`config.mk`:
```
export PLATFORM = sky130hd
export DESIGN_NAME = dsp_arbiter
export DESIGN_NICKNAME = d
export VERILOG_FILES = /design/src/rtl/dsp_arbiter_pkg.sv /design/src/rtl/dsp_arbiter_addsub.sv /design/src/rtl/dsp_arbiter.sv
export SDC_FILE = /design/constraint.sdc
export NUM_CORES = 1
export LEC_CHECK = 0
export ABC_AREA = 0
export BUFFER_PORTS_ARGS = -buffer_cell sky130_fd_sc_hd__buf_2
export CAP_MARGIN = 20
export CELL_PAD_IN_SITES_DETAIL_PLACEMENT = 2
export CELL_PAD_IN_SITES_GLOBAL_PLACEMENT = 2
export CORE_MARGIN = 2
export CORE_UTILIZATION = 29
export DETAILED_ROUTE_END_ITERATION = 16
export HOLD_SLACK_MARGIN = 0.02
export PLACE_DENSITY_LB_ADDON = 0.1
export RECOVER_POWER = 25
export SLEW_MARGIN = 5
export SYNTH_ARGS = -nofsm -noshare
export SYNTH_HDL_FRONTEND = slang
export SYNTH_SLANG_ARGS = --single-unit
```
`constraint.sdc`:
```
create_clock -name clk -period 2.7 [get_ports clk]
set_input_delay 0.27 -clock clk [delete_from_list [all_inputs] [get_ports clk]]
set_output_delay 0.27 -clock clk [all_outputs]
set_load 0.01 [all_outputs]
```
`src/rtl/dsp_arbiter_pkg.sv`:
```
`default_nettype none
// ============================================================================
// Module      : dsp_arbiter_pkg
// Description : Shared definitions for the two-requester add/sub arbiter:
//               FSM state type and encodings, requester index constants and
//               the default datapath width.
// Revision    : 1.0 - initial release
// ============================================================================
package dsp_arbiter_pkg;

   // Default operand/result width; the arbiter only supports 32.
   localparam int DSP_WIDTH = 32;

   // FSM state type and its encodings.
   typedef logic [1:0] state_t;
   localparam state_t ST_IDLE = 2'd0;
   localparam state_t ST_EXEC = 2'd1;
   localparam state_t ST_DONE = 2'd2;

   // Requester indices, used for the grant and last-served registers.
   localparam logic REQ0 = 1'b0;
   localparam logic REQ1 = 1'b1;

endpackage : dsp_arbiter_pkg
`default_nettype wire

```
`src/rtl/dsp_arbiter_addsub.sv`:
```
`default_nettype none
// ============================================================================
// Module      : dsp_arbiter_addsub
// Description : Combinational modulo-2^WIDTH adder/subtractor.
//               Subtraction is A + ~B + 1; carry/borrow out is discarded.
// Ports       : a, b     - operands
//               add_sub  - 0 = a+b, 1 = a-b
//               y        - result
// Revision    : 1.0 - initial release
// ============================================================================
module dsp_arbiter_addsub
   import dsp_arbiter_pkg::*;
#(
   parameter int WIDTH = DSP_WIDTH
) (
   input  logic [WIDTH-1:0] a,
   input  logic [WIDTH-1:0] b,
   input  logic             add_sub,
   output logic [WIDTH-1:0] y
);

   logic [WIDTH-1:0] b_eff;
   logic [WIDTH-1:0] cin;

   // Inverting B and injecting a carry-in of one turns the adder into a
   // two's-complement subtractor without a second arithmetic unit.
   always_comb begin
      b_eff = add_sub ? ~b : b;
      cin   = {{(WIDTH-1){1'b0}}, add_sub};
      y     = a + b_eff + cin;
   end

endmodule : dsp_arbiter_addsub
`default_nettype wire

```
`src/rtl/dsp_arbiter.sv`:
```
`default_nettype none
// ============================================================================
// Module      : dsp_arbiter
// Description : Round-robin arbiter sharing one add/sub unit between two
//               requesters. Each operation walks IDLE -> EXEC -> DONE, so one
//               operation completes every three cycles.
// Ports       : clk, rst          - clock, asynchronous active-high reset
//               req0/a0/b0/sub0   - requester 0 request, operands, op select
//               req1/a1/b1/sub1   - requester 1 request, operands, op select
//               done0, done1      - one-cycle completion pulse per requester
//               result            - registered result, valid with doneX
//               busy              - high whenever the FSM is not in IDLE
// Revision    : 1.0 - initial release
// ============================================================================
module dsp_arbiter
   import dsp_arbiter_pkg::*;
#(
   parameter int WIDTH = DSP_WIDTH
) (
   input  logic             clk,
   input  logic             rst,
   input  logic             req0,
   input  logic [WIDTH-1:0] a0,
   input  logic [WIDTH-1:0] b0,
   input  logic             sub0,
   input  logic             req1,
   input  logic [WIDTH-1:0] a1,
   input  logic [WIDTH-1:0] b1,
   input  logic             sub1,
   output logic             done0,
   output logic             done1,
   output logic [WIDTH-1:0] result,
   output logic             busy
);

   state_t           state_q,  state_d;
   logic             grant_q,  grant_d;
   logic             last_q,   last_d;
   logic [WIDTH-1:0] opa_q,    opa_d;
   logic [WIDTH-1:0] opb_q,    opb_d;
   logic             opsub_q,  opsub_d;
   logic [WIDTH-1:0] result_q, result_d;

   logic [WIDTH-1:0] alu_y;

   // The shared unit only ever sees the latched operands, so requester
   // inputs may change freely once the grant edge has passed.
   dsp_arbiter_addsub #(
      .WIDTH   (WIDTH)
   ) u_addsub (
      .a       (opa_q),
      .b       (opb_q),
      .add_sub (opsub_q),
      .y       (alu_y)
   );

   always_comb begin
      state_d  = state_q;
      grant_d  = grant_q;
      last_d   = last_q;
      opa_d    = opa_q;
      opb_d    = opb_q;
      opsub_d  = opsub_q;
      result_d = result_q;

      case (state_q)
         ST_IDLE: begin
            if (req0 || req1) begin
               // On a tie, serve whoever was not served last.
               if (req0 && req1) begin
                  grant_d = ~last_q;
               end else if (req0) begin
                  grant_d = REQ0;
               end else begin
                  grant_d = REQ1;
               end
               if (grant_d == REQ0) begin
                  opa_d   = a0;
                  opb_d   = b0;
                  opsub_d = sub0;
               end else begin
                  opa_d   = a1;
                  opb_d   = b1;
                  opsub_d = sub1;
               end
               last_d  = grant_d;
               state_d = ST_EXEC;
            end
         end
         ST_EXEC: begin
            result_d = alu_y;
            state_d  = ST_DONE;
         end
         ST_DONE: begin
            state_d = ST_IDLE;
         end
         default: begin
            state_d = ST_IDLE;
         end
      endcase
   end

   always_ff @(posedge clk or posedge rst) begin
      if (rst) begin
         state_q  <= ST_IDLE;
         grant_q  <= REQ0;
         // Starting with requester 1 as last served lets requester 0 win
         // the first tie after reset.
         last_q   <= REQ1;
         opa_q    <= '0;
         opb_q    <= '0;
         opsub_q  <= 1'b0;
         result_q <= '0;
      end else begin
         state_q  <= state_d;
         grant_q  <= grant_d;
         last_q   <= last_d;
         opa_q    <= opa_d;
         opb_q    <= opb_d;
         opsub_q  <= opsub_d;
         result_q <= result_d;
      end
   end

   // Outputs decode directly from registered state, so an asynchronous
   // reset clears them immediately and DONE lasts exactly one cycle.
   always_comb begin
      done0  = (state_q == ST_DONE) && (grant_q == REQ0);
      done1  = (state_q == ST_DONE) && (grant_q == REQ1);
      busy   = (state_q != ST_IDLE);
      result = result_q;
   end

endmodule : dsp_arbiter
`default_nettype wire

```
; Word-level counts from Yosys, hierarchy flattened
; Index checks and enable logic that the tools add are counted.
[op_classes]
n_addsub = 2
n_reduce_logical = 7
n_mux = 10
n_eq_ne = 3
bitwise_logic = 3
[ops]
columns = cell, count
row1 = $mux 32, 3
row2 = $add 32x1->32, 1
row3 = $add 32x32->32, 1
row4 = $not 32->32, 1
row5 = $mux 1, 5
row6 = $pmux 2 s2, 1
row7 = $logic_and 1x1->1, 3
row8 = $eq 2x1->1 const B, 1
row9 = $eq 2x2->1 const B, 1
row10 = $logic_not 2->1, 1
row11 = $mux 2, 1
row12 = $ne 2x2->1 const B, 1
row13 = $not 1->1, 2
row14 = $reduce_and 2->1, 1
row15 = $reduce_bool 2->1, 1
row16 = $logic_or 1x1->1, 1
[totals]
ff_bits = 101
elab_cells = 32

; Depth between registers and ports, before layout
; Gate-level depths: netlist (run 1).
[depth]
word_depth = 5
depth_mapped = 12
mapped_depth_nobuf = 10

; By module
; From an unflattened synthesis (run 1), not the netlist that was laid out.
[unflattened]
hier_cells = 767
area_unflattened_um2 = 6846.6
[modules_own_cells]
columns = module, cells_each, seq_area_each_um2, area_per_inst_um2, n_inst
row1 = dsp_arbiter, 462, 2528.7, 4596.9, 1
row2 = dsp_arbiter_addsub, 305, 0.0, 2249.7, 1

; Worst setup path after synthesis (run 1)
; OpenSTA, ideal clock, no wires.
[synth_path]
kind = reg2reg
startpoint = register opsub_q
endpoint = register result_q[31] (netlist: result[31])
path_slack_ns = -0.116
setup_time_ns = 0.124
path_stages_with_launch = 12
arrival_ns = 2.692
path_buffers = 3
cell_sequence = dfrtp_1 buf_6 clkbuf_1 xor2_1 ha_1 buf_4 a21o_1 a21o_2 o41ai_4 o31a_1 o21ai_2 a211o_1
[synth_between]
elab_chain_len = 3
[synth_rtl]
columns = item, line
row1 = from (decl), dsp_arbiter.sv:41  ; logic opsub_q, opsub_d;
row2 = from (signal assigned), dsp_arbiter.sv:120  ; opsub_q <= opsub_d;
row3 = $mux 32, dsp_arbiter_addsub.sv:28  ; b_eff = add_sub ? ~b : b;
row4 = $add 32x32->32, dsp_arbiter_addsub.sv:30  ; y = a + b_eff + cin;
row5 = $add 32x1->32 *, dsp_arbiter_addsub.sv:30
row6 = to (signal assigned), dsp_arbiter.sv:121  ; result_q <= result_d;
row7 = to (decl), dsp_arbiter.sv:42  ; logic [WIDTH-1:0] result_q, result_d;
; Every way passes the cells marked *; elsewhere a longest branch is shown, timed or not.
; A chain may end at the register's enable or synchronous reset.

; Worst setup path after layout (run 1)
[layout_path]
startpoint = register opsub_q
endpoint = register result_q[13] (netlist: result[13])
; Same word-level chain as after synthesis.

==> results of run 1 <==
-- worst max-delay path, delay by kind of cell (launching register included) --
kind	cells	cell delay, ps
compound gates	5	1110
flops	1	490
xor+xnor	2	420
fa+ha+maj	1	360
buf+inv	1	160
simple gates	1	100
-- layout make-up --
| class | instances | area [sq um] | share of cell area (%) |
|---|---|---|---|
| clock inverter | 7 | 67.6 | 0.748 |
| multi-input combinational | 547 | 4150 | 46.0 |
| tap | 285 | 357 | 3.95 |
| sequential | 101 | 2530 | 28.0 |
| inverter | 11 | 45.0 | 0.499 |
| timing repair buffer | 264 | 1650 | 18.3 |
| clock buffer | 9 | 225 | 2.49 |
-- repair_timing --
| action | 4_1_cts | 5_1_grt |
|---|---|---|
| resized for setup | 29 | 64 |
| pin swaps | 14 | 39 |
| endpoints found under the setup margin | 21 | 21 |
| gates cloned | 0 | 1 |
| setup buffers | 8 | 13 |
| hold buffers | 0 | 0 |
-- sequential cells by signal, indices dropped and copies added (netlist names) --
name,count
grant_q,1
last_q,1
opa_q,32
opb_q,32
opsub_q,1
result,32
state_q,2
-- path summary, 6_finish.rpt --
kind                       slack, ps    endpoint       start  cells after the start
setup reg to reg                 -80  result[13]     opsub_q                     10
hold / removal                   200    opb_q[6]       b0[6]                      3
min in group asynchronous        400    opb_q[7]         rst                      3
setup / recovery                 -80  result[13]     opsub_q                     10
max in group asynchronous       1280     opsub_q         rst                      3
hold reg to reg                  480  result[13]  result[13]                      2
-- cells in the final DEF, fill, tap and decap left out, types with 16 or more instances in the layout --
master | synthesis | routed
buf_2 | 6 | 167
dfrtp_1 | 100 | 98
buf_4 | 4 | 85
nor2_1 | 84 | 82
a21oi_1 | 89 | 79
mux2i_1 | 65 | 65
nand2_1 | 51 | 46
xor2_1 | 41 | 35
ha_1 | 33 | 25
o21ai_0 | 32 | 22
a21o_1 | 16 | 16
-- cell families (layout without fill, tap and decap cells) --
logic type,after synthesis,in the layout,share of synthesized area (%)
flip-flops,101,101,38.4
multiplexers,69,69,10.6
buffers and inverters,58,291,4.49
AND/OR/NAND/NOR,188,188,12.9
AO/OA/AOI/OAI,201,201,19.7
adder cells (fa/ha/maj),34,34,6.58
XOR/XNOR,55,55,7.32
-- through the flow --
stage          hold WS [ps]  setup TNS, ps  instances  instance area [sq um]
2_1_floorplan           477              0        706                   6590
3_3_place_gp            459           -121       1186                   8170
3_5_place_dp            473          -1150       1186                   8170
4_1_cts                78.7              0       1210                   8650
5_1_grt                 210          -2240       1224                   9030
6_report                199           -258       1224                   9030
-- metal layers --
metal,vias to the layer above,wire (um)
li1,2952,-
met1,3025,11900
met2,112,11100
met3,13,545
met4,0,229
met5,-,0
==> results.tsv, run 1 <==
metric	value	unit
Post-synth top cells	100 x dfrtp_1, 89 x a21oi_1, 84 x nor2_1	
CP startpoint kind	flop	
min Tclk post-route	2780	ps
Placeable Area	22400	sq um
CP endpoint kind	flop	
Slew Viols, Final	0	
Ports	169	
initial drt markers	237	
number of synthesized flops with an enable pin	0	
number of global-route vias before repair	6545	
worst path arrival time	3000	ps
die area	23900	sq um
Max clock buf depth	2	
aggregate routed wire length	23700	um
num rows	55	
# setup viols final	8	
CP Cell Sequence	buf_8 -> xor2_1 -> ha_1 -> a21o_1 -> a221o_2 -> o21ai_4 -> nand2_4 -> a31oi_2 -> xor2_1 -> o21ai_0	
initial antenna violation count	1	
Period Utilization, post-route	103	%
Global Route met3 Usage	1.99	%
height of the chip	155	um
Clock Root Buffer	clkbuf_16	
final setup skew	14.6	ps
Worst-path clk slew	80	ps
CP max stage delay	490	ps
WP data required	2920	ps
Syn Area/Cell	9.32	sq um
highest clock rate	0.360	GHz
WL/cell	19.4	um
routing usage on met2	30.4	%
RSZ-0062 raised after global routing	yes	
setup ws final	-75.6	ps
largest net degree at the start of global routing	102	
Die Span X	155	um
WS Path Type	flop to flop	
post-synthesis async set-or-reset flop share	100	%
GPL Wtd Cong	0.847	
GR Layer Usage met1	28.3	%
Slew @ Worst Pin	1460	ps
share of layout cells above drive strength 1	39.2	%
post-synthesis register bit count	101	
post-synth net total	874	
Max-slew headroom	2.61	%
Seq/Total Area, Yosys	38.4	%
CTS tree	done	
PortBufs	168	
Pre-Repair DR Iteration Count	4	
Layout area overhead	37.2	%
H-tree levels	3	
crit-path max FO	5	
Crit path top cell by count	xor2_1	
vias	6102	
synth unique cells	65	
FILL cells	2466	
layer with the highest usage	met2	
final antenna diode count	0	
HPWL Detailed	17700	um
count leader, synth	dfrtp_1	
Nets	1102	
Skew-Pair Late Insertion Delay	370	ps
top cells by area, synth	dfrtp_1 38%, mux2i_1 9.9%, a21oi_1 6.8%	
CTS Buf Count	9	
GRT Total Usage	19.2	%
area of the mapped netlist	6580	sq um
Crit-path slowest cell	dfrtp_2	
gate count of the mapped netlist	706	
post-synth top area share	38.0	%
Util after Layout	40.3	%
Max Cap Violations	0	
Setup WS pre-CTS	-134	ps
most used flip-flop cell after synthesis	dfrtp_1	
Starting Density	29.3	%
number of remaining DRC errors	0	
Synth area leader	dfrtp_1	
status	finished with violations	
hold crit path type	primary input to flop	
GR Overflow Total	0	
Hold Fails Final Rpt	0	
failing checks	setup timing	
vias per cell	4.99	
remaining antenna violation count	0	
Clock Sinks	101	
Yosys warnings	0	
first-pass GRT wire length	35900	um
Power of run 1 is not shown: default switching activity piles up to over one toggle a cycle in this logic, so the estimate is an artifact.
==> run 2: changes to the inputs <==
Settings changed: CORE_UTILIZATION 29 to 35.
Clock period 2.7 ns to 3.35 ns, I/O delays scaled along.
==> run 2 against run 1 <==
Compared with the run above: largest cell class unchanged; register-to-register slack gained 410 ps; worst setup slack improved by 410 ps; sequential share of layout area grew 4.3 points; the flow finishes with violations (capacitance limit, slew limit); final area shrank 13%; hold slack improved by 75 ps; count of clock-buffer cells in the layout stayed put; clock skew fell by 2.9 ps; via count shrank 4.9%; first-iteration DRC count increased by 16%.
==> results.tsv, run 2 (synthesized netlist as in run 1, its figures left out) <==
metric	value	unit
FILL cells	2057	
GRT Total Usage	22.0	%
CP startpoint kind	flop	
vias per cell	5.35	
worst path arrival time	3240	ps
HPWL Detailed	16600	um
CP max stage delay	440	ps
Max-slew headroom	-15.6	%
GR Overflow Total	0	
Worst R2R Path Depth	10	
commonest non-fill, non-tap cells in the layout	168 x buf_2, 100 x dfrtp_1, 89 x a21oi_1	
GPL Wtd Cong	0.827	
setup ws final	332	ps
PortBufs	168	
largest net degree at the start of global routing	134	
reg2reg start	opsub_q	
Final TNS setup	0	ps
WP data required	3570	ps
initial drt markers	276	
worst reg2reg setup slack	330	ps
Max clock buf depth	2	
hold buffers post-CTS	0	
Skew-Pair Late Insertion Delay	360	ps
Starting Density	35.4	%
Pre-Repair DR Iteration Count	4	
r2r endpoint	result[20]	
WL/cell	19.5	um
Slew @ Worst Pin	1730	ps
Design Area, Final	7830	sq um
number of global-route vias before repair	6289	
total of cells resized after clock tree synthesis	0	
Crit-path slowest cell	dfrtp_1	
vias	5806	
# setup viols final	0	
CTS Buf Count	9	
Slew Viols, Final	39	
final setup skew	11.7	ps
critical path depth	10	
Layout area overhead	19.0	%
Post-CTS Setup Repair Bufs	0	
final antenna diode count	0	
Die Span X	141	um
cell family with most CP delay	compound AO/OA/AOI/OAI gates	
Ports	169	
Util after Layout	42.2	%
most common cell after layout, fill and taps aside	buf_2	
Area after DPL	7560	sq um
height of the chip	141	um
CP endpoint kind	flop	
num rows	50	
share of layout cells above drive strength 1	26.0	%
failing checks	capacitance limit, slew limit	
Hold Fails Final Rpt	0	
Clock Root Buffer	clkbuf_16	
Worst-path clk slew	70	ps
first-pass GRT wire length	34600	um
hold crit path type	primary input to flop	
initial antenna violation count	0	
RSZ-0062 raised after global routing	no	
H-tree levels	3	
highest clock rate	0.331	GHz
status	finished with violations	
WS Path Type	flop to flop	
end of the critical path	result[20]	
Nets	1015	
die area	19900	sq um
Max Cap Violations	1	
Placeable Area	18600	sq um
number of remaining DRC errors	0	
crit-path max FO	8	
CP Launch Point	opsub_q	
WP buf/inv	1	
remaining antenna violation count	0	
CP Cell Sequence	buf_4 -> mux2i_2 -> fa_1 -> and2b_1 -> o211ai_1 -> a31oi_2 -> a31o_2 -> a211oi_1 -> xor2_1 -> o21ai_0	
CTS tree	done	
Clock Sinks	101	
aggregate routed wire length	21200	um
Setup WS pre-CTS	352	ps
Period Utilization, post-route	90.1	%
min Tclk post-route	3020	ps
==> run 2: changes by cell type in the layout (fill, tap and decap cells not counted), moves of 4 or more <==
cell / delta
ha_2: -6
nand2_2: -4
nand2_1: +5
xor2_1: +6
xor2_2: -6
ha_1: +8
o21ai_1: -6
o21ai_0: +10
a21oi_1: +10
a21oi_2: -7
buf_4: -78
==> run 2: stage by stage <==
stage,hold slack [ps],instances
floorplan,497,706
global placement,458,1069
detailed placement,473,1069
global route,282,1085
finish,274,1085
CTS,265,1084
==> run 2: layout make-up <==
type | count | area [sq um] | share of cell area (%)
timing repair buffer | 177 | 918 | 11.7
inverter | 11 | 42.5 | 0.543
tap | 234 | 293 | 3.74
clock buffer | 9 | 225 | 2.88
sequential | 101 | 2530 | 32.3
multi-input combinational | 547 | 3780 | 48.2
clock inverter | 6 | 46.3 | 0.591
==> run 2: worst min path at each step <==
stage                    start          to  slack [ps]  cells past startpoint
finish                   b0[4]    opb_q[4]         270                      3
CTS                        rst    opb_q[4]         260                      2
detailed placement  result[13]  result[13]         470                      2
global placement     result[8]   result[8]         460                      2
global route            b0[27]   opb_q[27]         280                      3
floorplan              grant_q     grant_q         500                      1
==> run 2: routing by layer <==
metal / share of wire, % / vias to the layer above / GRT usage (%)
met5: 0 / - / 0
met4: 1.1 / 0 / 5.58
met3: 3.3 / 16 / 2.82
met2: 45 / 132 / 33.2
met1: 51 / 2870 / 33.3
li1: - / 2788 / -
==> run 2: worst min-delay path, cell delays in order <==
cell	delay (ps)
buf_2	70
mux2i_1	50
a21oi_1	130
Power of run 2 is left out for the same reason.
